===== config.mk =====
export PLATFORM = sky130hd
export DESIGN_NAME = alu_issue_unit
export DESIGN_NICKNAME = d
export VERILOG_FILES = /design/src/rtl/alu_pkg.sv /design/src/rtl/alu_issue_unit_decode.sv /design/src/rtl/alu_issue_unit.sv
export SDC_FILE = /design/constraint.sdc
export NUM_CORES = 1
export LEC_CHECK = 0
export BUFFER_PORTS_ARGS = -buffer_cell sky130_fd_sc_hd__buf_2
export CAP_MARGIN = 20
export CORE_UTILIZATION = 40
export CTS_BUF_LIST = sky130_fd_sc_hd__clkbuf_4 sky130_fd_sc_hd__clkbuf_8
export DETAILED_ROUTE_END_ITERATION = 12
export GPL_TIMING_DRIVEN = 0
export PLACE_DENSITY = 0.76
export SLEW_MARGIN = 20
export SYNTH_ARGS = -nofsm -noshare
export SYNTH_HDL_FRONTEND = slang
export SYNTH_SLANG_ARGS = --single-unit

===== constraint.sdc =====
create_clock -name clk -period 2.6 [get_ports clk]
set_clock_uncertainty 0.1 [all_clocks]
set_input_delay 0.52 -clock clk [delete_from_list [all_inputs] [get_ports clk]]
set_output_delay 0.52 -clock clk [all_outputs]
set_load 0.05 [all_outputs]

===== src/rtl/alu_pkg.sv =====
// Shared constants and payload types for the EX-stage ALU issue unit.
package alu_pkg;

    localparam int unsigned W    = 32;
    localparam int unsigned REGW = 5;

    // ALU control encodings
    localparam logic [2:0] ALU_AND  = 3'd0;
    localparam logic [2:0] ALU_OR   = 3'd1;
    localparam logic [2:0] ALU_ADD  = 3'd2;
    localparam logic [2:0] ALU_SLT  = 3'd3;
    localparam logic [2:0] ALU_ADDU = 3'd4;
    localparam logic [2:0] ALU_SLL  = 3'd5;
    localparam logic [2:0] ALU_SUB  = 3'd6;
    localparam logic [2:0] ALU_SLTU = 3'd7;

    // MIPS opcodes
    localparam logic [5:0] OP_RTYPE = 6'h00;
    localparam logic [5:0] OP_BEQ   = 6'h04;
    localparam logic [5:0] OP_BNE   = 6'h05;
    localparam logic [5:0] OP_ADDI  = 6'h08;
    localparam logic [5:0] OP_ADDIU = 6'h09;
    localparam logic [5:0] OP_SLTI  = 6'h0A;
    localparam logic [5:0] OP_SLTIU = 6'h0B;
    localparam logic [5:0] OP_ANDI  = 6'h0C;
    localparam logic [5:0] OP_ORI   = 6'h0D;

    // MIPS R-type funct codes
    localparam logic [5:0] FN_SLL  = 6'h00;
    localparam logic [5:0] FN_ADD  = 6'h20;
    localparam logic [5:0] FN_ADDU = 6'h21;
    localparam logic [5:0] FN_SUB  = 6'h22;
    localparam logic [5:0] FN_SUBU = 6'h23;
    localparam logic [5:0] FN_AND  = 6'h24;
    localparam logic [5:0] FN_OR   = 6'h25;
    localparam logic [5:0] FN_SLT  = 6'h2A;
    localparam logic [5:0] FN_SLTU = 6'h2B;

    // Source of the B operand
    typedef enum logic [1:0] {
        EXT_NONE = 2'd0,
        EXT_SEXT = 2'd1,
        EXT_ZEXT = 2'd2
    } ext_e;

    // Issue register (S0) contents
    typedef struct packed {
        logic [2:0]      ctrl;
        logic [W-1:0]    a;
        logic [W-1:0]    b;
        logic [4:0]      shamt;
        logic [REGW-1:0] dest;
        logic            trap_en;
        logic            illegal;
    } s0_t;

    // Result register (S1) contents
    typedef struct packed {
        logic [W-1:0]    result;
        logic [REGW-1:0] dest;
        logic            zero;
        logic            cout;
        logic            ovf_trap;
        logic            illegal;
    } s1_t;

endpackage


===== src/rtl/alu_issue_unit_decode.sv =====
// Combinational decode of opcode/funct into ALU control and operand selection.
module alu_decode
    import alu_pkg::*;
(
    input  logic [5:0] op,
    input  logic [5:0] funct,
    output logic [2:0] ctrl,
    output ext_e       ext,
    output logic       use_shamt,
    output logic       trap_en,
    output logic       illegal
);

    // Decode table; anything unlisted is illegal and yields ctrl 0
    always_comb begin
        ctrl      = ALU_AND;
        ext       = EXT_NONE;
        use_shamt = 1'b0;
        trap_en   = 1'b0;
        illegal   = 1'b0;
        case (op)
            OP_RTYPE: begin
                case (funct)
                    FN_AND:  ctrl = ALU_AND;
                    FN_OR:   ctrl = ALU_OR;
                    FN_ADD:  begin ctrl = ALU_ADD; trap_en = 1'b1; end
                    FN_ADDU: ctrl = ALU_ADDU;
                    FN_SUB:  begin ctrl = ALU_SUB; trap_en = 1'b1; end
                    FN_SUBU: ctrl = ALU_SUB;
                    FN_SLT:  ctrl = ALU_SLT;
                    FN_SLTU: ctrl = ALU_SLTU;
                    FN_SLL:  begin ctrl = ALU_SLL; use_shamt = 1'b1; end
                    default: illegal = 1'b1;
                endcase
            end
            OP_ADDI:  begin ctrl = ALU_ADD;  ext = EXT_SEXT; trap_en = 1'b1; end
            OP_ADDIU: begin ctrl = ALU_ADDU; ext = EXT_SEXT; end
            OP_ANDI:  begin ctrl = ALU_AND;  ext = EXT_ZEXT; end
            OP_ORI:   begin ctrl = ALU_OR;   ext = EXT_ZEXT; end
            OP_SLTI:  begin ctrl = ALU_SLT;  ext = EXT_SEXT; end
            OP_SLTIU: begin ctrl = ALU_SLTU; ext = EXT_SEXT; end
            OP_BEQ,
            OP_BNE:   ctrl = ALU_SUB;
            default:  illegal = 1'b1;
        endcase
        if (illegal) begin
            ctrl      = ALU_AND;
            ext       = EXT_NONE;
            use_shamt = 1'b0;
            trap_en   = 1'b0;
        end
    end

endmodule


===== src/rtl/alu_issue_unit.sv =====
// EX-stage ALU issue unit: ID handshake -> S0 (drives ALU) -> S1 (result) -> MEM/WB handshake.
module alu_issue_unit
    import alu_pkg::*;
(
    input  logic            clk,
    input  logic            reset,
    input  logic            flush,
    input  logic            in_valid,
    output logic            in_ready,
    input  logic [5:0]      in_op,
    input  logic [5:0]      in_funct,
    input  logic [W-1:0]    in_rs_val,
    input  logic [W-1:0]    in_rt_val,
    input  logic [15:0]     in_imm,
    input  logic [4:0]      in_shamt,
    input  logic [REGW-1:0] in_dest,
    output logic [2:0]      alu_ctrl,
    output logic [W-1:0]    alu_a,
    output logic [W-1:0]    alu_b,
    output logic [4:0]      alu_shamt,
    input  logic [W-1:0]    alu_r,
    input  logic            alu_cout,
    input  logic            alu_ovf,
    input  logic            alu_ze,
    output logic            out_valid,
    input  logic            out_ready,
    output logic [W-1:0]    out_result,
    output logic [REGW-1:0] out_dest,
    output logic            out_zero,
    output logic            out_cout,
    output logic            out_ovf_trap,
    output logic            out_illegal,
    output logic            ovf_sticky
);

    logic [2:0] dec_ctrl;
    ext_e       dec_ext;
    logic       dec_use_shamt;
    logic       dec_trap_en;
    logic       dec_illegal;

    s0_t  s0_d, s0_q;
    s1_t  s1_d, s1_q;
    logic s0_valid, s1_valid, sticky_q;
    logic s1_adv, accept;

    alu_decode u_decode (
        .op        (in_op),
        .funct     (in_funct),
        .ctrl      (dec_ctrl),
        .ext       (dec_ext),
        .use_shamt (dec_use_shamt),
        .trap_en   (dec_trap_en),
        .illegal   (dec_illegal)
    );

    assign s1_adv   = !s1_valid || out_ready;
    assign in_ready = !s0_valid || s1_adv;
    assign accept   = in_valid && in_ready;

    // Build the S0 payload (operands already selected/extended) from the ID fields
    always_comb begin
        s0_d         = '0;
        s0_d.dest    = in_dest;
        s0_d.illegal = dec_illegal;
        if (!dec_illegal) begin
            s0_d.ctrl    = dec_ctrl;
            s0_d.trap_en = dec_trap_en;
            if (dec_use_shamt) begin
                s0_d.a     = in_rt_val;
                s0_d.b     = '0;
                s0_d.shamt = in_shamt;
            end else begin
                s0_d.a = in_rs_val;
                case (dec_ext)
                    EXT_SEXT: s0_d.b = W'($signed(in_imm));
                    EXT_ZEXT: s0_d.b = W'(in_imm);
                    default:  s0_d.b = in_rt_val;
                endcase
            end
        end
    end

    // Capture ALU result and flags; illegal items carry zeroed result/flags
    always_comb begin
        s1_d          = '0;
        s1_d.dest     = s0_q.dest;
        s1_d.illegal  = s0_q.illegal;
        if (!s0_q.illegal) begin
            s1_d.result   = alu_r;
            s1_d.zero     = alu_ze;
            s1_d.cout     = alu_cout;
            s1_d.ovf_trap = alu_ovf && s0_q.trap_en;
        end
    end

    // Issue stage: load only on accept, empty when moved on or flushed
    always_ff @(posedge clk) begin
        if (reset) begin
            s0_valid <= 1'b0;
            s0_q     <= '0;
        end else if (flush) begin
            s0_valid <= 1'b0;
        end else if (accept) begin
            s0_valid <= 1'b1;
            s0_q     <= s0_d;
        end else if (s0_valid && s1_adv) begin
            s0_valid <= 1'b0;
        end
    end

    // Result stage: refill whenever downstream frees it
    always_ff @(posedge clk) begin
        if (reset) begin
            s1_valid <= 1'b0;
            s1_q     <= '0;
        end else if (flush) begin
            s1_valid <= 1'b0;
        end else if (s1_adv) begin
            s1_valid <= s0_valid;
            if (s0_valid) begin
                s1_q <= s1_d;
            end
        end
    end

    // Sticky overflow: set on a delivered trapping result, cleared only by reset
    always_ff @(posedge clk) begin
        if (reset) begin
            sticky_q <= 1'b0;
        end else if (s1_valid && out_ready && s1_q.ovf_trap) begin
            sticky_q <= 1'b1;
        end
    end

    assign alu_ctrl     = s0_q.ctrl;
    assign alu_a        = s0_q.a;
    assign alu_b        = s0_q.b;
    assign alu_shamt    = s0_q.shamt;
    assign out_valid    = s1_valid;
    assign out_result   = s1_q.result;
    assign out_dest     = s1_q.dest;
    assign out_zero     = s1_q.zero;
    assign out_cout     = s1_q.cout;
    assign out_ovf_trap = s1_q.ovf_trap;
    assign out_illegal  = s1_q.illegal;
    assign ovf_sticky   = sticky_q;

endmodule


==> results of run 1 <==
-- synthesized netlist by cell type (all sizes together) (2+ instances only) --
cell,n
a31oi,2
a22oi,21
nor2,23
dfxtp,123
o31ai,4
nor2b,2
mux2i,32
nor3b,2
and2,2
nand3b,37
a22o,2
ha,2
o21ai,68
a211oi,2
a21oi,64
nor4,2
inv,7
a221oi,2
clkbuf,25
nand2,132
nor3,6
buf,89
-- final timing paths --
check,depth (start not counted),endpoint,slack [ps]
setup / recovery,8,alu_b[2],260
hold / removal,3,s0_q[5],200
setup reg to reg,7,alu_ctrl[1],560
hold reg to reg,2,out_result[23],350
-- per-stage QoR --
stage               cell area [um2]  instances  hold WS [ps]
floorplan                      5610        662           326
global placement               7110       1094           335
detailed placement             7110       1094           340
CTS                            7540       1126           170
global route                   7540       1126           182
finish                         7540       1126           199
-- cells by family after synthesis --
kind of cell               Yosys count  share of synthesized area (%)
adders and majority gates            2                          0.446
AOI/OAI and AO/OA                  172                           18.2
muxes                               32                           5.71
buffers and inverters              121                           13.6
DFF                                123                           43.9
and+or+nand+nor                    212                           18.1
-- registers in the layout, summed over array words and instances, names as in the netlist --
name          flops
out_valid         1
ovf_sticky        1
alu_shamt         5
out_result       32
out_ovf_trap      1
out_illegal       1
out_cout          1
alu_ctrl          3
alu_b            32
s0_valid          1
s0_q              7
alu_a            32
out_zero          1
out_dest          5
-- power by group through the flow --
stage	registers (mW)	clock network, mW	logic, mW
after floorplan	2.01	0	0.213
after global placement	1.97	0	0.445
after detailed placement	1.97	0	0.449
after CTS	1.93	1.85	0.450
after global routing	1.93	1.93	0.487
final	1.93	1.81	0.448
-- worst max-delay path: stages --
cell and delay, ps:
buf_2 130, nor2b_1 310, nand3_1 180, ha_1 310, clkbuf_1 320, clkbuf_1 490
a22oi_1 210, o21ai_1 140
-- metal layers --
metal | vias up | GRT usage, %
met4 | 0 | 9.65
met2 | 221 | 37.9
met5 | - | 0
li1 | 2752 | -
met1 | 2500 | 25.9
met3 | 26 | 6.65
-- final cells by class --
type,instances,area share [%]
well taps,176,2.92
repair buffers,256,17.0
flip-flops and latches,123,32.6
inverters,7,0.348
plain buffers,114,9.80
clock inverters,11,1.87
multi-input cells,418,31.7
clock buffers,21,3.75
-- repair_timing --
item                                    in CTS  in global routing
endpoints found under the setup margin       0                 20
setup buffers                                0                  0
resized for setup                            0                  4
==> results.json, run 1 <==
{
  "wl_per_cell_um": 14.2,
  "drt-pass1-iter-count": 5,
  "final_cell_mix": "buf_2 (270), nand2_1 (131), dfxtp_1 (123)",
  "routed_wirelength_um": 16000,
  "peakVddDrop_mv": 0.361,
  "io-pin-count": 258,
  "p_switching_mw": 1.06,
  "critPathCaptureType": "flip-flop",
  "slew_headroom_pct": 60.7,
  "internal_power_mw": 3.12,
  "synthArstFlopShare_pct": 0,
  "nNetsFinal": 1081,
  "powerDensity_nw_per_um2": 554,
  "synth_top_area_cell": "dfxtp_1",
  "dpl.hpwl_um": 12300,
  "route.detailed.drc": 0,
  "register_area_um2": 2460,
  "drive_above_1_share_pct": 42.1,
  "grt-ovfl-total": 0,
  "clk_latency_ps": 450,
  "ys_types": 46,
  "fmax_mhz": 427,
  "crit_path_start": "in_op[2]",
  "finalHoldViolCount": 0,
  "grt_max_degree": 17,
  "setup-tns-final_ps": 0,
  "worst_slew_pin_slew_ps": 586,
  "p_comb_share_pct": 10.7,
  "initial_utilization_pct": 41.7,
  "place.gp.congestion": 0.791,
  "ys_ff_latch": 123,
  "multi_input_area_um2": 2390,
  "die_h_um": 120,
  "clk_pin_slew_ps": 70,
  "drt_iter0_drc": 300,
  "grt_pass1_wl_um": 25100,
  "synth_top_area_share_pct": 43.9,
  "wl_met3_um": 1350,
  "routed.top_layer": "met4",
  "synth_ff_type": "dfxtp_1",
  "yosysSeqAreaShare_pct": 43.9,
  "synthTopCellsByArea": "dfxtp_1 (44%), buf_4 (9.6%), nand2_1 (8.8%), a21oi_1 (5.7%), mux2i_1 (5.7%)",
  "clock-sinks": 123,
  "worst_setup_path_start_kind": "input port",
  "synth.cell_area_um2": 5610,
  "r2r-start": "out_valid",
  "p_total_mw": 4.18,
  "rsz0062_at_grt": "no",
  "synthCells": 662,
  "timing.final.crit_share_pct": 90.1,
  "cap_violations": 0,
  "cts_hold_buf": 0,
  "viasPerCell": 4.88,
  "cts_buffer_depth": 2,
  "synth.net_count": 806,
  "core_area_um2": 13500,
  "seq_power_share_pct": 46.1,
  "nFillCells": 1281,
  "switching_share_pct": 25.4,
  "hold_path.class": "input port to flip-flop",
  "critPathMaxFanout": 10,
  "rows": 42,
  "synth-edff-count": 0,
  "p_leak_nw": 3.76,
  "via_count": 5499,
  "wl_met2_um": 7790,
  "clockPowerShare_pct": 43.2,
  "ant_nets": 0,
  "hold_start": "in_dest[3]",
  "antenna_found_initial": 0,
  "cp_data_arrival_time_ps": 2620,
  "grt_usage_pct": 22.3,
  "cts_buffers": 17,
  "path_class": "input port to flip-flop",
  "insertedDiodeCount": 0,
  "postLayoutCoreUtil_pct": 56.1,
  "ys_warn_count": 0,
  "setup_ws_ps": 258,
  "dieArea_um2": 14500,
  "htreeDepth": 4,
  "status": "complete, no violations",
  "final_common_cell": "buf_2",
  "fin_crit_ps": 2340,
  "cts_tree": "built",
  "cts_root_buffer": "clkbuf_8",
  "grt_pass1_vias": 5180,
  "slew_violations": 0,
  "dp_slack_ps": -431,
  "cp.required_ps": 2880,
  "portBuffers": 256,
  "wl_met1_um": 6500,
  "syn_area_per_cell_um2": 8.48,
  "area_growth_pct": 34.4,
  "die_w_um": 120,
  "setup_viol_count_final": 0
}
(Power assumes the default switching activity.)
==> inputs of run 2 (changes only) <==
--- a/config.mk
+++ b/config.mk
@@ -7,11 +7,13 @@
 export LEC_CHECK = 0
 export BUFFER_PORTS_ARGS = -buffer_cell sky130_fd_sc_hd__buf_2
 export CAP_MARGIN = 20
-export CORE_UTILIZATION = 40
+export CELL_PAD_IN_SITES_DETAIL_PLACEMENT = 1
+export CELL_PAD_IN_SITES_GLOBAL_PLACEMENT = 1
+export CORE_UTILIZATION = 34
 export CTS_BUF_LIST = sky130_fd_sc_hd__clkbuf_4 sky130_fd_sc_hd__clkbuf_8
 export DETAILED_ROUTE_END_ITERATION = 12
 export GPL_TIMING_DRIVEN = 0
-export PLACE_DENSITY = 0.76
+export PLACE_DENSITY = 0.88
 export SLEW_MARGIN = 20
 export SYNTH_ARGS = -nofsm -noshare
 export SYNTH_HDL_FRONTEND = slang
==> run 2 against run 1 <==
Cell count grew 3.4%. Register-to-register slack got worse by 130 ps. Final area is 0.18% lower. Sequential cell count is the same. First-iteration DRC count decreased by 25%. Via count rose by 1.6%. Non-clock buffer count did not move. Clock-buffer cell count fell by 2.
==> results.json, run 2 (synthesis gave the netlist of run 1 again) <==
{
  "fmax_mhz": 416,
  "clk_pin_slew_ps": 70,
  "dpl-instance-area_um2": 7160,
  "die_h_um": 130,
  "cts_hold_buf": 0,
  "nNetsFinal": 1081,
  "critPathMaxFanout": 10,
  "status": "complete, no violations",
  "postLayoutCoreUtil_pct": 47.1,
  "grt_util_met1_pct": 24.2,
  "dieArea_um2": 17000,
  "critPathCaptureType": "flip-flop",
  "cts_buffer_depth": 2,
  "place.gp.congestion": 0.763,
  "drive_above_1_share_pct": 42.1,
  "grt_pass1_wl_um": 28400,
  "final_common_cell": "buf_2",
  "reg2reg_setup_slack_ps": 430,
  "worst_setup_path_start_kind": "input port",
  "grt_max_degree": 17,
  "rsz0062_at_grt": "no",
  "p_leak_nw": 3.71,
  "drt-pass1-iter-count": 4,
  "powerDensity_nw_per_um2": 528,
  "core_area_um2": 16000,
  "clock-sinks": 123,
  "insertedDiodeCount": 0,
  "critPathMostFrequentCell": "clkbuf_1",
  "cts_buffers": 17,
  "worst_slew_pin_slew_ps": 661,
  "rows": 46,
  "viasPerCell": 4.80,
  "post-cts-setup-buffer-count": 0,
  "die_w_um": 130,
  "slew_headroom_pct": 55.8,
  "r2r_cells": 7,
  "routed_wirelength_um": 18800,
  "hold_path.class": "input port to flip-flop",
  "fin_area_um2": 7530,
  "grt_util_met2_pct": 39.5,
  "cts_tree": "built",
  "antenna_found_initial": 1,
  "drt_iter0_drc": 226,
  "wl_per_cell_um": 16.1,
  "finalHoldViolCount": 0,
  "slowest_stage": "clkbuf_1",
  "grt-ovfl-total": 0,
  "peakVddDrop_mv": 0.303,
  "cp.required_ps": 2870,
  "grt_use_met3_pct": 7.53,
  "fin_crit_ps": 2400,
  "via_count": 5585,
  "instances_no_fill": 1164,
  "timing.final.crit_share_pct": 92.4,
  "setup_viol_count_final": 0,
  "route.detailed.drc": 0,
  "holdPathStages": 3,
  "cp_data_arrival_time_ps": 2670,
  "cts_root_buffer": "clkbuf_8",
  "initial_utilization_pct": 35.1,
  "final_cell_mix": "buf_2 (270), nand2_1 (131), dfxtp_1 (123)",
  "grt_usage_pct": 22.0,
  "p_total_mw": 3.98,
  "path_class": "input port to flip-flop",
  "setup-tns-final_ps": 0,
  "slowest_delay_ps": 520,
  "io-pin-count": 258,
  "clk_latency_ps": 440,
  "worstPathCellList": "buf_2, nor2b_1, nand3_1, ha_1, clkbuf_1, clkbuf_1, a22oi_1, o21ai_2",
  "ant_nets": 0,
  "grt_pass1_vias": 5571,
  "area_growth_pct": 34.2,
  "cap_violations": 0,
  "htreeDepth": 4,
  "portBuffers": 256,
  "dpl.hpwl_um": 14700,
  "slew_violations": 0,
  "top_usage_layer": "met2",
  "place_inst": 1134
}
-- run 2: path summary, 6_finish.rpt --
path                                   from            to
worst max-delay path               in_op[2]     alu_b[11]
worst min-delay path            in_shamt[1]  alu_shamt[1]
worst max register to register    out_valid   alu_ctrl[1]
worst min register to register    alu_b[31]     alu_b[31]
-- run 2: what timing repair did --
action / CTS / global route
cloned: 0 / 0
resized for setup: 1 / 4
endpoints found under the setup margin: 10 / 20
-- run 2: layout make-up --
cell class	count	area, um2
multi-input combinational	418	2390
inverter	7	26.3
tap	216	270
timing repair buffer	256	1280
sequential	123	2460
fill	2046	8470
buffer	114	741
clock buffer	19	262
clock inverter	11	97.6
-- run 2: power breakdown --
group | switching, mW | internal (mW)
Combinational | 0.280 | 0.177
Clock | 0.802 | 0.791
Sequential | 0.0167 | 1.91
-- run 2: metrics by stage --
| step | setup WS, ps | hold WS, ps |
|---|---|---|
| 5_1_grt | 26.3 | 204 |
| 3_3_place_gp | -519 | 335 |
| 3_5_place_dp | -532 | 342 |
| 6_report | 199 | 223 |
| 2_1_floorplan | 236 | 326 |
| 4_1_cts | 49.1 | 197 |
-- run 2: critical path: cells and delay by family --
kind	cells	cell delay (ps)
buffers and inverters	3	960
adder cells (fa/ha/maj)	1	320
AO/OA/AOI/OAI	2	360
AND/OR/NAND/NOR	2	500
-- run 2: routing by layer --
layer / wire (um) / part of all wire, %
met2: 9310 / 50
met4: 344 / 1.8
met1: 7590 / 40
met3: 1560 / 8.3
met5: 0 / 0
